<file path="config.mk">
export PLATFORM = sky130hd
export DESIGN_NAME = gray_to_bin_seq_flat
export DESIGN_NICKNAME = d
export VERILOG_FILES = /design/src/rtl/gray_to_bin_seq_if.sv /design/src/rtl/gray_to_bin_seq.sv /design/src/flat_wrapper.sv
export SDC_FILE = /design/constraint.sdc
export NUM_CORES = 1
export LEC_CHECK = 0
export ABC_AREA = 1
export CAP_MARGIN = 20
export CORE_MARGIN = 2
export CORE_UTILIZATION = 58
export CTS_BUF_LIST = sky130_fd_sc_hd__clkbuf_8
export DETAILED_ROUTE_END_ITERATION = 10
export GPL_ROUTABILITY_DRIVEN = 1
export PLACE_DENSITY = 0.81
export REMOVE_ABC_BUFFERS = 1
export SYNTH_ARGS = -nofsm -noshare
export SYNTH_HDL_FRONTEND = slang
export SYNTH_SLANG_ARGS = --single-unit
</file>
<file path="constraint.sdc">
create_clock -name clk -period 1.84 [get_ports clk]
set_input_delay 0.46 -clock clk [delete_from_list [all_inputs] [get_ports clk]]
set_output_delay 0.46 -clock clk [all_outputs]
set_load 0.005 [all_outputs]
</file>
<file path="src/rtl/gray_to_bin_seq_if.sv">
// Handshake bundle for gray_to_bin_seq.
//   in_valid/in_ready/gray_in    : Gray word input handshake
//   out_valid/out_ready/bin_out  : decoded binary result handshake
//   busy                         : decoder is resolving bits
//   seq_err                      : Gray sequence violation pulse (GRAY_SEQ_CHECK_EN only)
// Modports: master drives words in and accepts results; slave is the decoder.
// Optional feature macro: GRAY_SEQ_CHECK_EN (adds seq_err).
interface gray_to_bin_seq_if #(
  parameter int unsigned WIDTH = 4
);
  logic             in_valid;
  logic             in_ready;
  logic [WIDTH-1:0] gray_in;
  logic             out_valid;
  logic             out_ready;
  logic [WIDTH-1:0] bin_out;
  logic             busy;
`ifdef GRAY_SEQ_CHECK_EN
  logic             seq_err;

  modport master (
    output in_valid, gray_in, out_ready,
    input  in_ready, out_valid, bin_out, busy, seq_err
  );

  modport slave (
    input  in_valid, gray_in, out_ready,
    output in_ready, out_valid, bin_out, busy, seq_err
  );
`else
  modport master (
    output in_valid, gray_in, out_ready,
    input  in_ready, out_valid, bin_out, busy
  );

  modport slave (
    input  in_valid, gray_in, out_ready,
    output in_ready, out_valid, bin_out, busy
  );
`endif
endinterface

</file>
<file path="src/rtl/gray_to_bin_seq.sv">
// Sequential Gray-to-binary decoder: captures one Gray word, resolves one bit
// per clock MSB-first, then holds the binary result until it is taken.
// Ports:
//   clk   : rising-edge clock
//   rst_n : asynchronous active-low reset
//   bus   : gray_to_bin_seq_if.slave (in_valid/in_ready/gray_in,
//           out_valid/out_ready/bin_out, busy, seq_err)
// Parameter WIDTH: code word width, 2..16.
// Optional feature macro: GRAY_SEQ_CHECK_EN -- tracks the last accepted word
// and pulses seq_err when consecutive accepted words are not Hamming distance 1.
module gray_to_bin_seq #(
  parameter int unsigned WIDTH = 4
) (
  input  logic               clk,
  input  logic               rst_n,
  gray_to_bin_seq_if.slave   bus
);

  localparam int unsigned CNT_W = (WIDTH > 1) ? $clog2(WIDTH) : 1;
  localparam logic [CNT_W-1:0] CNT_TOP = CNT_W'(WIDTH - 1);

  if (WIDTH < 2 || WIDTH > 16) begin : g_width_check
    $error("gray_to_bin_seq: WIDTH must be in 2..16");
  end

  typedef enum logic [1:0] {
    IDLE   = 2'd0,
    DECODE = 2'd1,
    HOLD   = 2'd2
  } state_t;

  state_t           state_q, state_d;
  logic [CNT_W-1:0] cnt_q, cnt_d;
  logic [WIDTH-1:0] gray_q, gray_d;     // captured word, immune to later gray_in changes
  logic [WIDTH-1:0] work_q, work_d;     // bits resolved so far
  logic             par_q, par_d;       // previously resolved bit b[cnt+1]
  logic [WIDTH-1:0] bin_q, bin_d;
  logic             out_valid_q, out_valid_d;
  logic             busy_q, busy_d;

  logic             in_ready_c;
  logic             accept_c;
  logic             bit_c;

`ifdef GRAY_SEQ_CHECK_EN
  logic [WIDTH-1:0] prev_q, prev_d;
  logic             have_prev_q, have_prev_d;
  logic             seq_err_q, seq_err_d;

  // True when a and b differ in exactly one bit position.
  function automatic logic dist_is_one(input logic [WIDTH-1:0] a,
                                       input logic [WIDTH-1:0] b);
    logic [WIDTH-1:0] diff;
    diff = a ^ b;
    return (diff != '0) && ((diff & (diff - WIDTH'(1))) == '0);
  endfunction
`endif

  // Ready is combinational so a HOLD result and a new word can swap on one edge.
  always_comb begin
    in_ready_c = 1'b0;
    case (state_q)
      IDLE:    in_ready_c = 1'b1;
      HOLD:    in_ready_c = bus.out_ready;
      default: in_ready_c = 1'b0;
    endcase
  end

  assign accept_c = bus.in_valid && in_ready_c;
  assign bit_c    = par_q ^ gray_q[cnt_q];

  // Next-state and datapath update.
  always_comb begin
    state_d     = state_q;
    cnt_d       = cnt_q;
    gray_d      = gray_q;
    work_d      = work_q;
    par_d       = par_q;
    bin_d       = bin_q;
    out_valid_d = out_valid_q;
`ifdef GRAY_SEQ_CHECK_EN
    prev_d      = prev_q;
    have_prev_d = have_prev_q;
    seq_err_d   = 1'b0;
`endif

    case (state_q)
      IDLE: begin
        state_d = IDLE;
      end
      DECODE: begin
        work_d[cnt_q] = bit_c;
        par_d         = bit_c;
        if (cnt_q == '0) begin
          bin_d       = work_q;
          bin_d[0]    = bit_c;
          out_valid_d = 1'b1;
          state_d     = HOLD;
        end else begin
          cnt_d = cnt_q - CNT_W'(1);
        end
      end
      HOLD: begin
        if (bus.out_ready) begin
          out_valid_d = 1'b0;
          state_d     = IDLE;
        end
      end
      default: begin
        state_d = IDLE;
      end
    endcase

    // Accept overrides IDLE/HOLD defaults; only possible from those states.
    if (accept_c) begin
      gray_d  = bus.gray_in;
      cnt_d   = CNT_TOP;
      work_d  = '0;
      par_d   = 1'b0;
      state_d = DECODE;
`ifdef GRAY_SEQ_CHECK_EN
      seq_err_d   = have_prev_q && !dist_is_one(bus.gray_in, prev_q);
      prev_d      = bus.gray_in;
      have_prev_d = 1'b1;
`endif
    end

    busy_d = (state_d == DECODE);
  end

  // State and datapath registers.
  always_ff @(posedge clk or negedge rst_n) begin
    if (!rst_n) begin
      state_q     <= IDLE;
      cnt_q       <= '0;
      gray_q      <= '0;
      work_q      <= '0;
      par_q       <= 1'b0;
      bin_q       <= '0;
      out_valid_q <= 1'b0;
      busy_q      <= 1'b0;
`ifdef GRAY_SEQ_CHECK_EN
      prev_q      <= '0;
      have_prev_q <= 1'b0;
      seq_err_q   <= 1'b0;
`endif
    end else begin
      state_q     <= state_d;
      cnt_q       <= cnt_d;
      gray_q      <= gray_d;
      work_q      <= work_d;
      par_q       <= par_d;
      bin_q       <= bin_d;
      out_valid_q <= out_valid_d;
      busy_q      <= busy_d;
`ifdef GRAY_SEQ_CHECK_EN
      prev_q      <= prev_d;
      have_prev_q <= have_prev_d;
      seq_err_q   <= seq_err_d;
`endif
    end
  end

  assign bus.in_ready  = in_ready_c;
  assign bus.out_valid = out_valid_q;
  assign bus.bin_out   = bin_q;
  assign bus.busy      = busy_q;
`ifdef GRAY_SEQ_CHECK_EN
  assign bus.seq_err   = seq_err_q;
`endif

endmodule

</file>
<file path="src/flat_wrapper.sv">
// flat-port wrapper written by rule: the top's interface ports become plain ports
module gray_to_bin_seq_flat 
#(
  parameter int unsigned WIDTH = 4
)
  (clk, rst_n, bus_in_valid, bus_gray_in, bus_out_ready, bus_in_ready, bus_out_valid, bus_bin_out, bus_busy);
  gray_to_bin_seq_if #(.WIDTH(WIDTH)) bus_i ();
  input  logic clk;
  input  logic rst_n;
  input wire logic [$bits(bus_i.in_valid)-1:0] bus_in_valid;
  input wire logic [$bits(bus_i.gray_in)-1:0] bus_gray_in;
  input wire logic [$bits(bus_i.out_ready)-1:0] bus_out_ready;
  output wire logic [$bits(bus_i.in_ready)-1:0] bus_in_ready;
  output wire logic [$bits(bus_i.out_valid)-1:0] bus_out_valid;
  output wire logic [$bits(bus_i.bin_out)-1:0] bus_bin_out;
  output wire logic [$bits(bus_i.busy)-1:0] bus_busy;
  assign bus_i.in_valid = bus_in_valid;
  assign bus_i.gray_in = bus_gray_in;
  assign bus_i.out_ready = bus_out_ready;
  assign bus_in_ready = bus_i.in_ready;
  assign bus_out_valid = bus_i.out_valid;
  assign bus_bin_out = bus_i.bin_out;
  assign bus_busy = bus_i.busy;
  gray_to_bin_seq #(.WIDTH(WIDTH)) u_core (.clk(clk), .rst_n(rst_n), .bus(bus_i));
endmodule
</file>
# After elaboration in Yosys (flattened, before gate mapping)
# Index checks and enable logic that the tools add are counted.
word_totals:
  regBits: 19
  latchBits: 0
  mem_bits_rw: 0
  rom_bits: 0
  input_bits: 8
  wordCells: 47
  mem_count: 0
classes:
  addsub: 1
  mul: 0
  div_mod_pow: 0
  order_cmp: 2
  n_eq_ne: 6
  shift: 0
  muxes: 20
  bitwise: 1
  reduce_logical: 9
op_table:
  columns: ["cell", "n"]
  rows:
  - ["2-bit two-way mux", 6]
  - ["4-bit two-way mux", 2]
  - ["1-bit two-way mux", 6]
  - ["4-bit bitwise mux", 1]
  - ["2-bit by 1-bit == test with 1-bit output, second input constant", 2]
  - ["2-bit logical NOT", 2]
  - ["2-bit by 1-bit != test with 1-bit output, second input constant", 2]
  - ["1-bit case mux with 2 select lines", 2]
  - ["2-bit case mux with 2 select lines", 1]
  - ["2-bit AND reduction", 2]
  - ["2-bit nonzero test", 2]
  - ["2-bit by 3-bit < comparator with 1-bit output, second input constant", 1]
  - ["3-bit AND reduction", 1]
  - ["1-bit binary-select mux with 2-bit select", 1]
  - ["1-bit demux with 2-bit select", 1]
  - ["2-bit == test, second input constant", 1]
  - ["2-bit by 1-bit >= comparator with 1-bit output, second input constant", 1]
  - ["1-bit logical AND", 2]
  - ["2-bit != test, second input constant", 1]
  - ["2-bit by 1-bit subtractor with 2-bit output, second input constant", 1]
  - ["1-bit XOR", 1]

# Depth between registers and ports, before layout
depth:
  word_depth: 7
  mapped_depth: 9

# Worst setup path before layout
# No wires, ideal clock.
synth_timing:
  path_kind: "register -> register"
  start: "reg u_core.cnt_q[0]"
  end: "reg u_core.busy_q, in the netlist u_core.bus.busy"
  arrival_ns: 1.149
  required_ns: 1.720
  slack_ns: 0.571
  stages_incl_launch_ff: 10
  path_buffers: 0
  path_cell_list: "dfrtp_1 inv_2 ha_1 inv_1 nand2_2 o21ai_0 nand3_1 nand2_1 o21ai_0 inv_1"
synth_via:
  elab_chain_cells: 5
synth_lines:
  columns: ["item", "line", "rtl"]
  rows:
  - ["from (decl)", "gray_to_bin_seq.sv:33", "logic [CNT_W-1:0] cnt_q, cnt_d;"]
  - ["from (signal assigned)", "gray_to_bin_seq.sv:149", "cnt_q <= cnt_d;"]
  - ["2-bit logical NOT", "gray_to_bin_seq.sv:94", "if (cnt_q == '0) begin"]
  - ["2-bit two-way mux", "gray_to_bin_seq.sv:94", null]
  - ["2-bit case mux with 2 select lines", "gray_to_bin_seq.sv:87", "case (state_q)"]
  - ["2-bit two-way mux", "gray_to_bin_seq.sv:115", "if (accept_c) begin"]
  - ["via u_core.state_d[0]", "gray_to_bin_seq.sv:32", "state_t state_q, state_d;"]
  - ["2-bit by 1-bit == test with 1-bit output", "gray_to_bin_seq.sv:128", "busy_d = (state_d == DECODE);"]
  - ["via u_core.busy_d", "gray_to_bin_seq.sv:39", "logic busy_q, busy_d;"]
  - ["to (signal assigned)", "gray_to_bin_seq.sv:155", "busy_q <= busy_d;"]
  - ["to (decl)", "gray_to_bin_seq.sv:39", null]
# The timed path passes the listed nets, and every way through them passes these cells.
# A chain may end at the register's enable or synchronous reset.

# Final worst setup path
layout_timing:
  start: "in bus_out_ready"
  end: "out bus_in_ready"
layout_via:
  elab_chain_cells: 1
layout_lines:
  columns: ["item", "line", "rtl"]
  rows:
  - ["from (decl)", "flat_wrapper.sv:12", "input wire logic [$bits(bus_i.out_ready)-1:0] bus_out_ready;"]
  - ["1-bit case mux with 2 select lines", "gray_to_bin_seq.sv:62", "case (state_q)"]
  - ["to (decl)", "flat_wrapper.sv:13", "output wire logic [$bits(bus_i.in_ready)-1:0] bus_in_ready;"]
# No other way between the ends.

==> summary.md <==
| Metric | Value |
|---|---|
| Status | `finished clean` |
| Worst Setup Start Kind | `primary input` |
| Vias per cell | `5.329` |
| FF/Latch Area | `450.4 sq um` |
| RSZ-0062 raised after global routing | `no` |
| Cells taking the most area after synthesis | `dfrtp_1, nand2_1, ha_1` |
| Crit path capture type | `primary output` |
| CP arrival | `1.28 ns` |
| Final net count | `150` |
| Max clock buf depth | `2` |
| HPWL after DPL | `1358 um` |
| Cell Count, Final, Fillers Out | `149` |
| Synthesized flop and latch total | `18` |
| Netlist cell types | `15` |
| CTS tree | `built` |
| Wire per inst | `12.90 um` |
| Hold Vio Cnt, Final | `0` |
| Tcrit/Tclk final | `94.71%` |
| Lkg Pwr | `0.6272 nW` |
| Seq/Total Area, Yosys | `48.00%` |
| TritonRoute pass-1 iters | `4` |
| Max_slew headroom | `73.81%` |
| Shortest period the worst path allows | `1.743 ns` |
| Row cnt | `14` |
| Worst Clk Skew | `0.0006591 ns` |
| Most frequent cell after synthesis | `nand2_1` |
| Hold Crit Class | `reg2reg` |
| Pins Over Slew Limit | `0` |
| Final setup violation count | `0` |
| Root Driver | `clkbuf_8` |
| Fraction of registers with async set/reset | `100.0%` |
| Yosys Warn Count | `0` |
| Cells after Synth | `112` |
| CP max FO | `2` |
| Main synth FF type | `dfrtp_1` |
| I/O pin count | `15` |
| Pin count of the biggest net entering global routing | `19` |
| Initial Util | `62.29%` |
| Setup WS pre-CTS | `-0.1720 ns` |
| First DRT Iteration DRCs | `12` |
| Hold Buf Count CTS | `0` |
| Share of the synthesized area in the top cell type | `48.00%` |
| Vias | `794` |
| Final WL | `1922 um` |
| Die width | `44.23 um` |
| MaxCap Viol Count | `0` |
| Pwr per Cell Area | `1199 mW/mm^2` |
| Synthesized cell area | `938.4 sq um` |
| Hold Slack | `0.4789 ns` |
| Skew-Pair Late Insertion Delay | `0.26 ns` |
| IO Port Bufs | `14` |
| Dpl cells | `144` |
| Setup CP Type | `in2out` |
| Worst endpoint required time | `1.38 ns` |
| Pin slew with the least headroom to its limit | `0.3929 ns` |
| Clk sinks | `18` |
| Multi-input logic area | `419.2 sq um` |
| First-pass GRT wire length | `3622 um` |
| CTS Buf Count | `3` |
| Grt ovf | `0` |
| Fmax | `573.8 MHz` |
| Antenna Nets Post-Route | `0` |
| Antenna Cells | `0` |
| Dominant cell type by area after synthesis | `dfrtp_1` |
| Die Area | `0.001956 sq mm` |
| Post-synth EDFFs | `0` |
| Overall Global Routing Usage | `26.14%` |
| H-tree depth | `1` |
| Worst vdd ir | `0.8144 mV` |
| Syn_area_per_cell | `8.379 sq um` |
| Setup ws final | `0.09738 ns` |
| Core ar. | `0.001506 sq mm` |
| Area Growth Syn to Fin | `25.47%` |
| Proportion of layout cells with a drive suffix above 1 | `14.29%` |
| Vias in the first global route | `807` |
| Clk slew on worst S/H paths | `0.07 ns` |
| # DRC | `0` |
| Initial antenna violation count | `0` |
| Die Y | `44.23 um` |
| Fillers | `98` |
| Routability congestion estimate | `0.8468` |
| Most instantiated cells after synthesis | `nand2_1, dfrtp_1, inv_1` |
[where the power goes]
| part | switching [W] | total (W) | internal (W) |
|---|---|---|---|
| clock | 0.000135 | 0.000326 | 0.000190 |
| combinational | 0.000266 | 0.000500 | 0.000234 |
| sequential | 0.0000780 | 0.000586 | 0.000508 |
[sequential cells by signal (all words and copies together), names as in the netlist]
signal / cells
u_core.work_q: 3
u_core.par_q: 1
u_core.bus.out_valid: 1
u_core.cnt_q: 2
u_core.bus.busy: 1
u_core.bus.bin_out: 4
u_core.state_q: 2
u_core.gray_q: 4
[what timing repair did]
| action | CTS | global route |
|---|---|---|
| setup buffers | 1 | 0 |
| hold endpoints to repair | 0 | 0 |
| setup endpoints to repair | 1 | 0 |
| gates resized for setup | 3 | 0 |
[stage by stage]
stage | total power [W] | setup TNS (ns) | instance area, sq um | utilization (%)
floorplan | 0.0008730 | 0 | 923.4 | -
CTS | 0.001421 | 0 | 1177 | 78.16
global placement | 0.001060 | -0.1558 | 1114 | 73.92
finish | 0.001412 | 0 | 1177 | 78.16
global route | 0.001524 | 0 | 1177 | 78.16
detailed placement | 0.001088 | -0.1720 | 1114 | 73.92
[worst max-delay path, stage by stage]
cell,delay [ns]
clkdlybuf4s50_1,0.48
nand2_1,0.06
nand2_2,0.06
dlygate4sd2_1,0.22
[cell families after synthesis]
family                     after synthesis  share of synthesized area [%]
buffers and inverters                   17                          7.599
DFF                                     18                          48.00
and+or+nand+nor                         58                          27.33
adders and majority gates                8                          10.67
AOI/OAI and AO/OA                       11                          6.399
[cells in the final DEF, fill, tap and decap left out, drive strengths merged]
cell	count
dlygate4sd2	1
o211ai	2
inv	15
clkdlybuf4s50	13
buf	5
ha	8
nand2	44
dfrtp	18
o21ai	6
nand3	11
clkbuf	4
nor2	3
a21oi	3
[path summary, 6_finish.rpt]
check | startpoint | endpoint | slack [ns] | cells after the start
worst max-delay path | bus_out_ready | bus_in_ready | 0.1 | 4
worst min-delay path | u_core.bus.bin_out[0] | u_core.bus.bin_out[0] | 0.48 | 2
worst max register to register | u_core.state_q[1] | u_core.bus.busy | 0.23 | 7
worst min register to register | u_core.bus.bin_out[0] | u_core.bus.bin_out[0] | 0.48 | 2
max in group asynchronous | rst_n | u_core.cnt_q[0] | 1.12 | 2
min in group asynchronous | rst_n | u_core.bus.out_valid | 0.53 | 2
[area by class of cell]
type	instances	share of cell area, %
Timing Repair Buffer	19	14.98
Clock buffer	4	4.676
Sequential cell	18	38.26
Multi-Input combinational cell	77	35.60
Inverter	15	4.782
Tap cell	16	1.700
[per-layer routing]
layer | vias up | routed length (um) | track usage, %
li1 | 392 | - | -
met1 | 370 | 802 | 31.55
met2 | 25 | 980 | 42.35
met3 | 7 | 73 | 4.082
met4 | 0 | 66 | 18.79
met5 | - | 0 | 0
(Power assumes the default switching activity.)
